[src/rtl/mulseq_pkg.sv]
// Shared constants, state encoding and register-index mapping for the
// LDM/STM/PUSH/POP sequencer.
package mulseq_pkg;

   localparam int          LIST_W     = 10;
   localparam logic [3:0]  REG_LR     = 4'd14;
   localparam logic [3:0]  REG_PC     = 4'd15;
   localparam logic [31:0] WORD_BYTES = 32'd4;

   typedef enum logic [1:0] {
      IDLE = 2'd0,
      XFER = 2'd1,
      WB   = 2'd2
   } state_t;

   // List bit 8 is LR and bit 9 is PC; bits 7:0 map straight to R0-R7.
   function automatic logic [3:0] bit_to_reg(input int b);
      if (b == 8)
         return REG_LR;
      else if (b == 9)
         return REG_PC;
      else
         return 4'(b);
   endfunction

endpackage

[src/rtl/list_lsb_enc.sv]
// Lowest-set-bit encoder over the 10-bit register list: register index,
// one-hot clear mask and a flag for "exactly one bit left".
import mulseq_pkg::*;

module list_lsb_enc (
   input  logic [LIST_W-1:0] list,
   output logic [3:0]        reg_idx,
   output logic [LIST_W-1:0] clr_mask,
   output logic              last
);

   genvar gi;
   generate
      for (gi = 0; gi < LIST_W; gi++) begin : g_mask
         if (gi == 0) begin : g_first
            assign clr_mask[gi] = list[gi];
         end else begin : g_rest
            assign clr_mask[gi] = list[gi] & ~(|list[gi-1:0]);
         end
      end
   endgenerate

   always_comb begin
      reg_idx = 4'd0;
      for (int i = 0; i < LIST_W; i++) begin
         if (clr_mask[i])
            reg_idx = bit_to_reg(i);
      end
   end

   // A list equal to its own lowest one-hot has exactly one bit set.
   assign last = (list != '0) && (list == clr_mask);

endmodule

[src/rtl/ldm_stm_sequencer.sv]
// Thumb multiple-register transfer sequencer (IDLE -> XFER -> WB).
// Define MULSEQ_WB_EN to generate the base-register writeback value.
import mulseq_pkg::*;

module ldm_stm_sequencer (
   input  logic              clk,
   input  logic              rst,
   input  logic              start,
   input  logic              is_load,
   input  logic              descending,
   input  logic [LIST_W-1:0] reg_list,
   input  logic [31:0]       base_addr,
   input  logic              ack,
   output logic              busy,
   output logic [LIST_W-1:0] list_left,
   output logic              beat_valid,
   output logic [3:0]        beat_reg,
   output logic [31:0]       beat_addr,
   output logic              beat_load,
   output logic              pc_load,
   output logic              wb_valid,
   output logic [31:0]       wb_data,
   output logic              done
);

   state_t              state_q, state_d;
   logic [LIST_W-1:0]   list_q, list_d;
   logic [31:0]         addr_q, addr_d;
   logic                load_q, load_d;
   logic                zdone_q, zdone_d;

   logic [3:0]          pop;
   logic [31:0]         span;
   logic                launch;
   logic [3:0]          enc_reg;
   logic [LIST_W-1:0]   enc_clr;
   logic                enc_last;

   list_lsb_enc u_enc (
      .list     (list_q),
      .reg_idx  (enc_reg),
      .clr_mask (enc_clr),
      .last     (enc_last)
   );

   always_comb begin
      pop = 4'd0;
      for (int i = 0; i < LIST_W; i++)
         pop = pop + 4'(reg_list[i]);
   end

   assign span   = 32'(pop) * WORD_BYTES;
   assign launch = (state_q == IDLE) && start && (reg_list != '0);

   always_comb begin
      state_d = state_q;
      list_d  = list_q;
      addr_d  = addr_q;
      load_d  = load_q;
      zdone_d = 1'b0;
      case (state_q)
         IDLE: begin
            if (launch) begin
               list_d  = reg_list;
               load_d  = is_load;
               // Beats always climb; a descending block just starts lower.
               addr_d  = descending ? (base_addr - span) : base_addr;
               state_d = XFER;
            end else if (start) begin
               zdone_d = 1'b1;
            end
         end
         XFER: begin
            if (ack) begin
               list_d = list_q & ~enc_clr;
               addr_d = addr_q + WORD_BYTES;
               if (enc_last)
                  state_d = WB;
            end
         end
         WB: begin
            state_d = IDLE;
         end
         default: begin
            state_d = IDLE;
         end
      endcase
   end

   always_ff @(posedge clk or negedge rst) begin
      if (!rst) begin
         state_q <= IDLE;
         list_q  <= '0;
         addr_q  <= '0;
         load_q  <= 1'b0;
         zdone_q <= 1'b0;
      end else begin
         state_q <= state_d;
         list_q  <= list_d;
         addr_q  <= addr_d;
         load_q  <= load_d;
         zdone_q <= zdone_d;
      end
   end

`ifdef MULSEQ_WB_EN
   logic [31:0] wb_q, wb_d;

   always_comb begin
      wb_d = wb_q;
      if (launch)
         wb_d = descending ? (base_addr - span) : (base_addr + span);
   end

   always_ff @(posedge clk or negedge rst) begin
      if (!rst)
         wb_q <= '0;
      else
         wb_q <= wb_d;
   end

   assign wb_valid = (state_q == WB);
   assign wb_data  = wb_q;
`else
   assign wb_valid = 1'b0;
   assign wb_data  = '0;
`endif

   assign busy       = (state_q != IDLE);
   assign list_left  = list_q;
   assign beat_valid = (state_q == XFER);
   assign beat_reg   = enc_reg;
   assign beat_addr  = beat_valid ? addr_q : '0;
   assign beat_load  = beat_valid & load_q;
   assign pc_load    = beat_valid & ack & load_q & (enc_reg == REG_PC);
   assign done       = (state_q == WB) | zdone_q;

endmodule

[config.mk]
export PLATFORM = sky130hd
export DESIGN_NAME = ldm_stm_sequencer
export DESIGN_NICKNAME = d
export VERILOG_FILES = /design/src/rtl/mulseq_pkg.sv /design/src/rtl/list_lsb_enc.sv /design/src/rtl/ldm_stm_sequencer.sv
export SDC_FILE = /design/constraint.sdc
export NUM_CORES = 1
export LEC_CHECK = 0
export ABC_CLOCK_PERIOD_IN_PS = 3500
export BUFFER_PORTS_ARGS = -buffer_cell sky130_fd_sc_hd__buf_2
export CAP_MARGIN = 20
export CELL_PAD_IN_SITES_DETAIL_PLACEMENT = 0
export CELL_PAD_IN_SITES_GLOBAL_PLACEMENT = 1
export CORE_ASPECT_RATIO = 0.9
export CORE_UTILIZATION = 25
export DETAILED_ROUTE_END_ITERATION = 8
export PLACE_DENSITY = 0.59
export SLEW_MARGIN = 5
export SYNTH_ARGS = -nofsm -noshare
export SYNTH_HDL_FRONTEND = slang
export SYNTH_HIERARCHICAL = 1
export SYNTH_SLANG_ARGS = --single-unit
[constraint.sdc]
create_clock -name clk -period 3.5 [get_ports clk]
set_input_delay 1.05 -clock clk [delete_from_list [all_inputs] [get_ports clk]]
set_output_delay 1.05 -clock clk [all_outputs]
set_load 0.01 [all_outputs]
Yosys cells after proc, flatten, opt, wreduce, memory -nomap -nowiden
Cells that the tools add are included.
- register bits: 46
- input port bits: 48
- output and inout bits: 84
- word-level logic and storage cells: 91
- add/subtract/negate cells: 11
- equality and inequality tests: 7
- mux-type cells: 24
- bitwise operators: 25
- reductions and logical operators: 19
- operator list (operator ; number):
    $mux W32 ; 4
    $pmux W32 S2 ; 1
    $add A32 B3 Y32 const B ; 1
    $sub A32 B6 Y32 ; 1
    $add A4 B1 Y4 ; 6
    $mux W10 ; 2
    $pmux W10 S2 ; 1
    $reduce_bool A10 Y1 ; 2
    $and A1 B1 Y1 ; 13
    $mux W3 ; 4
    $and A10 B10 Y10 ; 1
    $mux W2 ; 5
    $not A10 Y10 ; 1
    $eq A9 B9 Y1 ; 1
    $not A1 Y1 ; 9
    $reduce_or A9 Y1 ; 1
    $mux W4 ; 2
    $reduce_or A8 Y1 ; 1
    $reduce_or A7 Y1 ; 1
    $reduce_and A3 Y1 ; 2
    $reduce_or A6 Y1 ; 1
    $reduce_or A5 Y1 ; 1
    $add A3 B1 Y4 ; 1
    $eq A4 B4 Y1 const B ; 1
    other kinds (16) ; 23

Depth between registers and ports, before layout
- depth in word-level cells: 13
- mapped depth: 16
- gate-level depth less buffers: 16

Modules after synthesis
Netlist, hierarchy kept.
- modules (own cells, without submodules) (module ; times used ; cells an instance ; area an instance (um^2) ; sequential area each (um^2)):
    ldm_stm_sequencer ; 1 ; 479 ; 3849.9 ; 1151.1
    list_lsb_enc ; 1 ; 46 ; 294.0 ; 0.0

Worst setup path after synthesis
OpenSTA, ideal clock, no wires.
- path kind: input port to flip-flop
- start point: input port reg_list[0]
- end point: register addr_q[27]
- library setup time: 0.094 ns
- arrival time: 4.941 ns
- data required time: 3.406 ns
- path slack: -1.534 ns
- stages: 15
- buffers on the path: 0
- cell sequence: inv_1 -> fa_1 -> fa_1 -> fa_1 -> inv_1 -> ha_1 -> inv_1 -> fa_1 -> ha_1 -> nor2b_1 -> o31ai_2 -> nand3b_4 -> or3_1 -> xor2_1 -> a221oi_2
- cells in the longest elaborated chain, start to end: 13
- elaborated cells on any way between the ends: 17
- classes of those cells: 10 x add/sub; 1 x eq/ne; 3 x mux; 3 x reduce/logical
- ends and longest elaborated chain (what ; RTL line ; text):
    start: declaration ; ldm_stm_sequencer.sv:11 ; input logic [LIST_W-1:0] reg_list,
    $add A1 B1 Y2 ; ldm_stm_sequencer.sv:49 ; pop = pop + 4'(reg_list[i]);
    $add A2 B1 Y3 ; ldm_stm_sequencer.sv:49 ;
    $add A3 B1 Y4 ; ldm_stm_sequencer.sv:49 ;
    $add A4 B1 Y4 (6 in a row) ; ldm_stm_sequencer.sv:49 ;
    $sub A32 B6 Y32 ; ldm_stm_sequencer.sv:67 ; addr_d = descending ? (base_addr - span) : base_addr;
    $mux W32 ; ldm_stm_sequencer.sv:67 ;
    $mux W32 ; ldm_stm_sequencer.sv:63 ; if (launch) begin
    $pmux W32 S2 ; ldm_stm_sequencer.sv:61 ; case (state_q)
    end signal: assignment ; ldm_stm_sequencer.sv:100 ; addr_q <= addr_d;
    end: declaration ; ldm_stm_sequencer.sv:28 ; logic [31:0] addr_q, addr_d;
Several ways; a longest one is shown, not always the timed one. The select of a mux whose other input is x is not followed.
A chain may end at the register's enable or synchronous reset.

Final worst setup path
- start point: input port reg_list[5]
- end point: register addr_q[27]
- cells in the longest elaborated chain, start to end: 9
- elaborated cells on any way between the ends: 13
- classes of those cells: 6 x add/sub; 1 x eq/ne; 3 x mux; 3 x reduce/logical
- ends and longest elaborated chain (what ; RTL line):
    $add A4 B1 Y4 (5 in a row) ; ldm_stm_sequencer.sv:49
    $sub A32 B6 Y32 ; ldm_stm_sequencer.sv:67
    $mux W32 ; ldm_stm_sequencer.sv:67
    $mux W32 ; ldm_stm_sequencer.sv:63
    $pmux W32 S2 ; ldm_stm_sequencer.sv:61
Several ways; a longest one is shown, not always the timed one. The select of a mux whose other input is x is not followed.

==> results.md <==
- GPL Wtd Cong: 0.830
- Worst-Margin Slew: 667 ps
- Final Hold Fails: 0
- Final WL: 14300 um
- Post-DRT Antenna Nets: 0
- Critical Path Source Type: input port
- Ys async rst share: 1.00
- Leading cell type in the layout, fill and taps excluded: buf_2
- # setup viols final: 29
- I/O Pins: 132
- Layout cells sized above 1: 0.329
- Ant. Diodes: 0
- CTS tree: yes
- Post-synth EDFFs: 0
- Starting density of the core: 0.256
- Peak VDD IR: 0.322 mV
- Cell variety after synth: 68
- Most frequent cells in the layout: buf_2 (95), dfrtp_1 (46), nand2_1 (40), nor2_1 (40), buf_4 (40)
- Failing checks: setup timing
- Crit-path max FO: 6
- Row cnt: 44
- Final Skew: 5.34 ps
- Max Cap Viol: 0
- Max Fclk: 210 MHz
- Hold Path Class: reg2reg
- Setup TNS: -31740 ps
- Total CTS buffers: 5
- Status: complete, but fails checks
- Max-slew violations: 0
- Sw Pwr: 0.00213 W
- Comb power frac: 0.637
- Reg2Reg Depth: 8
- Largest net degree at the start of global routing: 47
- R2R Path End: addr_q[21]
- CP arrival: 4990 ps
- Unrepaired setup endpoints after global routing: yes
- Seq/Total Area, Yosys: 0.278
- Reg power frac: 0.247
- Core area: 16200 um2
- CTS Buffer Depth: 2
- Clk_lat worst skew: 300 ps
- Power Dens Cells: 798 nW/um2
- Sw Ratio: 0.478
- Crit path time final: 4770 ps
- Vias in the first global route: 3960
- GRT Total Usage: 0.171
- Routed len/inst: 16.6 um
- # port buffers: 98
- Final worst slack: -1270 ps
- Most used DFF post-synth: dfrtp_1
- Synthesized area per cell: 7.89 um2
- CTS H-tree lvls: 2
- Post-route DRC violation count: 0
- Die Y: 124 um
- Die area: 17100 um2
- Clock slew at reported path FFs: 70 ps
- Area growth syn-to-layout: 34.8%
- Fin cells: 860
- Cell area after synthesis: 4140 um2
- WS Path Type: in2reg
- Post-layout nets: 715
- Initial DRC Count: 185
- TritonRoute pass-1 iters: 4
- Overflow after GRT: 0
- Min-delay src: addr_q[0]
- Yosys warning total: 6
- FF-to-FF setup slack: 1200 ps
- Placed cell count: 844
- Hold Crit Depth: 1
- Final Cycle Share: 1.36
- Worst EP required: 3720 ps
- P_int: 0.00233 W
- Sink Count: 46
- Slew headroom: 0.555
- Crit end category: register
- Mapped Cells: 525
- Initial antenna violation count: 0
- Total number of vias: 4194
- Chip width: 138 um
- Hold endpoint: addr_q[0]
- # hold bufs at CTS: 0
- Via density: 4.88
- Post-DP HPWL: 10400 um
- First-pass GRT wire length: 21900 um
- CTS root buf: clkbuf_16
- Clock network power share: 0.116
- FF+latch count, synth: 46
- Pleak: 2.46 nW
- Reg-to-Reg Start: state_q[1]
worst max-delay path: stages:
cell,delay (ps)
buf_6,100
fa_1,530
inv_1,50
fa_1,500
fa_1,440
inv_2,80
ha_4,120
inv_2,30
fa_2,320
xor2_1,230
ha_2,340
o21a_1,210
o31ai_4,80
nand3b_4,150
or3_4,350
xor2_1,160
a221oi_2,250
sequential cells by signal (all words and copies together) (netlist names):
register	flops
list_left	10
load_q	1
addr_q	32
zdone_q	1
state_q	2
how the worst max path moves through the flow:
stage / from / to / slack, ps / cells past startpoint
after global routing: reg_list[5] / addr_q[27] / -1410 / 17
after detailed placement: reg_list[5] / addr_q[30] / -1580 / 16
after floorplan: reg_list[5] / addr_q[27] / -1350 / 15
after CTS: reg_list[5] / addr_q[27] / -1200 / 17
after global placement: reg_list[5] / addr_q[27] / -1550 / 16
final: reg_list[5] / addr_q[27] / -1270 / 17
cell usage after synthesis (3+ instances only):
master / count / area [um2]
buf_4: 34 / 255
nand3_1: 19 / 95.1
o22ai_1: 4 / 25.0
nor2_1: 43 / 161
nand4_1: 5 / 31.3
nand2_1: 43 / 161
xor2_1: 12 / 105
a31oi_1: 6 / 37.5
xnor2_1: 13 / 114
a21oi_1: 39 / 195
a22o_1: 10 / 87.6
a221oi_1: 3 / 26.3
fa_1: 7 / 140
a211oi_1: 7 / 52.6
ha_1: 8 / 100
and3_1: 6 / 37.5
nor3_1: 22 / 110
clkbuf_1: 19 / 71.3
o31ai_1: 3 / 22.5
o32ai_1: 4 / 35.0
inv_1: 26 / 97.6
or3_1: 7 / 43.8
nand2b_1: 5 / 31.3
nor4_1: 11 / 68.8
o22a_1: 3 / 26.3
and2_1: 34 / 213
nor3b_1: 3 / 22.5
o21ai_0: 30 / 150
dfrtp_1: 46 / 1150
what timing repair did:
action                                  4_1_cts  5_1_grt
pin swaps                                    21       22
buffers inserted                              4        6
endpoints found under the setup margin       30       31
resized for setup                            23       35
hold endpoints to repair                      0        0
stage by stage:
step	hold WS (ps)	util	setup slack, ps	cell area [um2]	power [W]
final	500	0.345	-1270	5580	0.00446
after detailed placement	490	0.312	-1580	5050	0.00370
after CTS	505	0.332	-1200	5380	0.00435
after global routing	513	0.345	-1410	5580	0.00484
after global placement	480	0.312	-1550	5050	0.00367
after floorplan	472	-	-1350	4360	0.00278
cell families (layout without fill, tap and decap cells):
group,after synthesis,in the layout,synth area share
buf+inv,83,179,0.108
other cells,1,33,0.000905
compound gates,131,131,0.206
fa+ha+maj,15,15,0.0580
xor+xnor,25,25,0.0528
mux,4,4,0.0103
simple gates,220,220,0.286
flops,46,46,0.278
area by class of cell:
| class | instances | area (um2) |
|---|---|---|
| clock inverters | 1 | 5.00 |
| inverters | 27 | 104 |
| repair buffers | 144 | 890 |
| clock buffers | 7 | 143 |
| well taps | 207 | 259 |
| fillers | 1753 | 10600 |
| flip-flops and latches | 46 | 1150 |
| multi-input cells | 428 | 3030 |
routing by layer:
metal / GRT usage / up-vias / wire length [um]
met1: 0.241 / 2011 / 6640
met4: 0.0408 / 0 / 193
li1: - / 2051 / -
met2: 0.267 / 123 / 6600
met5: 0 / - / 0
met3: 0.0326 / 9 / 857
power groups by stage:
stage | Clock (W) | Sequential [W] | Combinational (W)
after floorplan | 0 | 0.00104 | 0.00173
after global placement | 0 | 0.00109 | 0.00257
after detailed placement | 0 | 0.00110 | 0.00260
after CTS | 0.000532 | 0.00110 | 0.00273
after global routing | 0.000550 | 0.00115 | 0.00314
final | 0.000515 | 0.00110 | 0.00284
No activity file was read; power rests on OpenSTA's default activity.
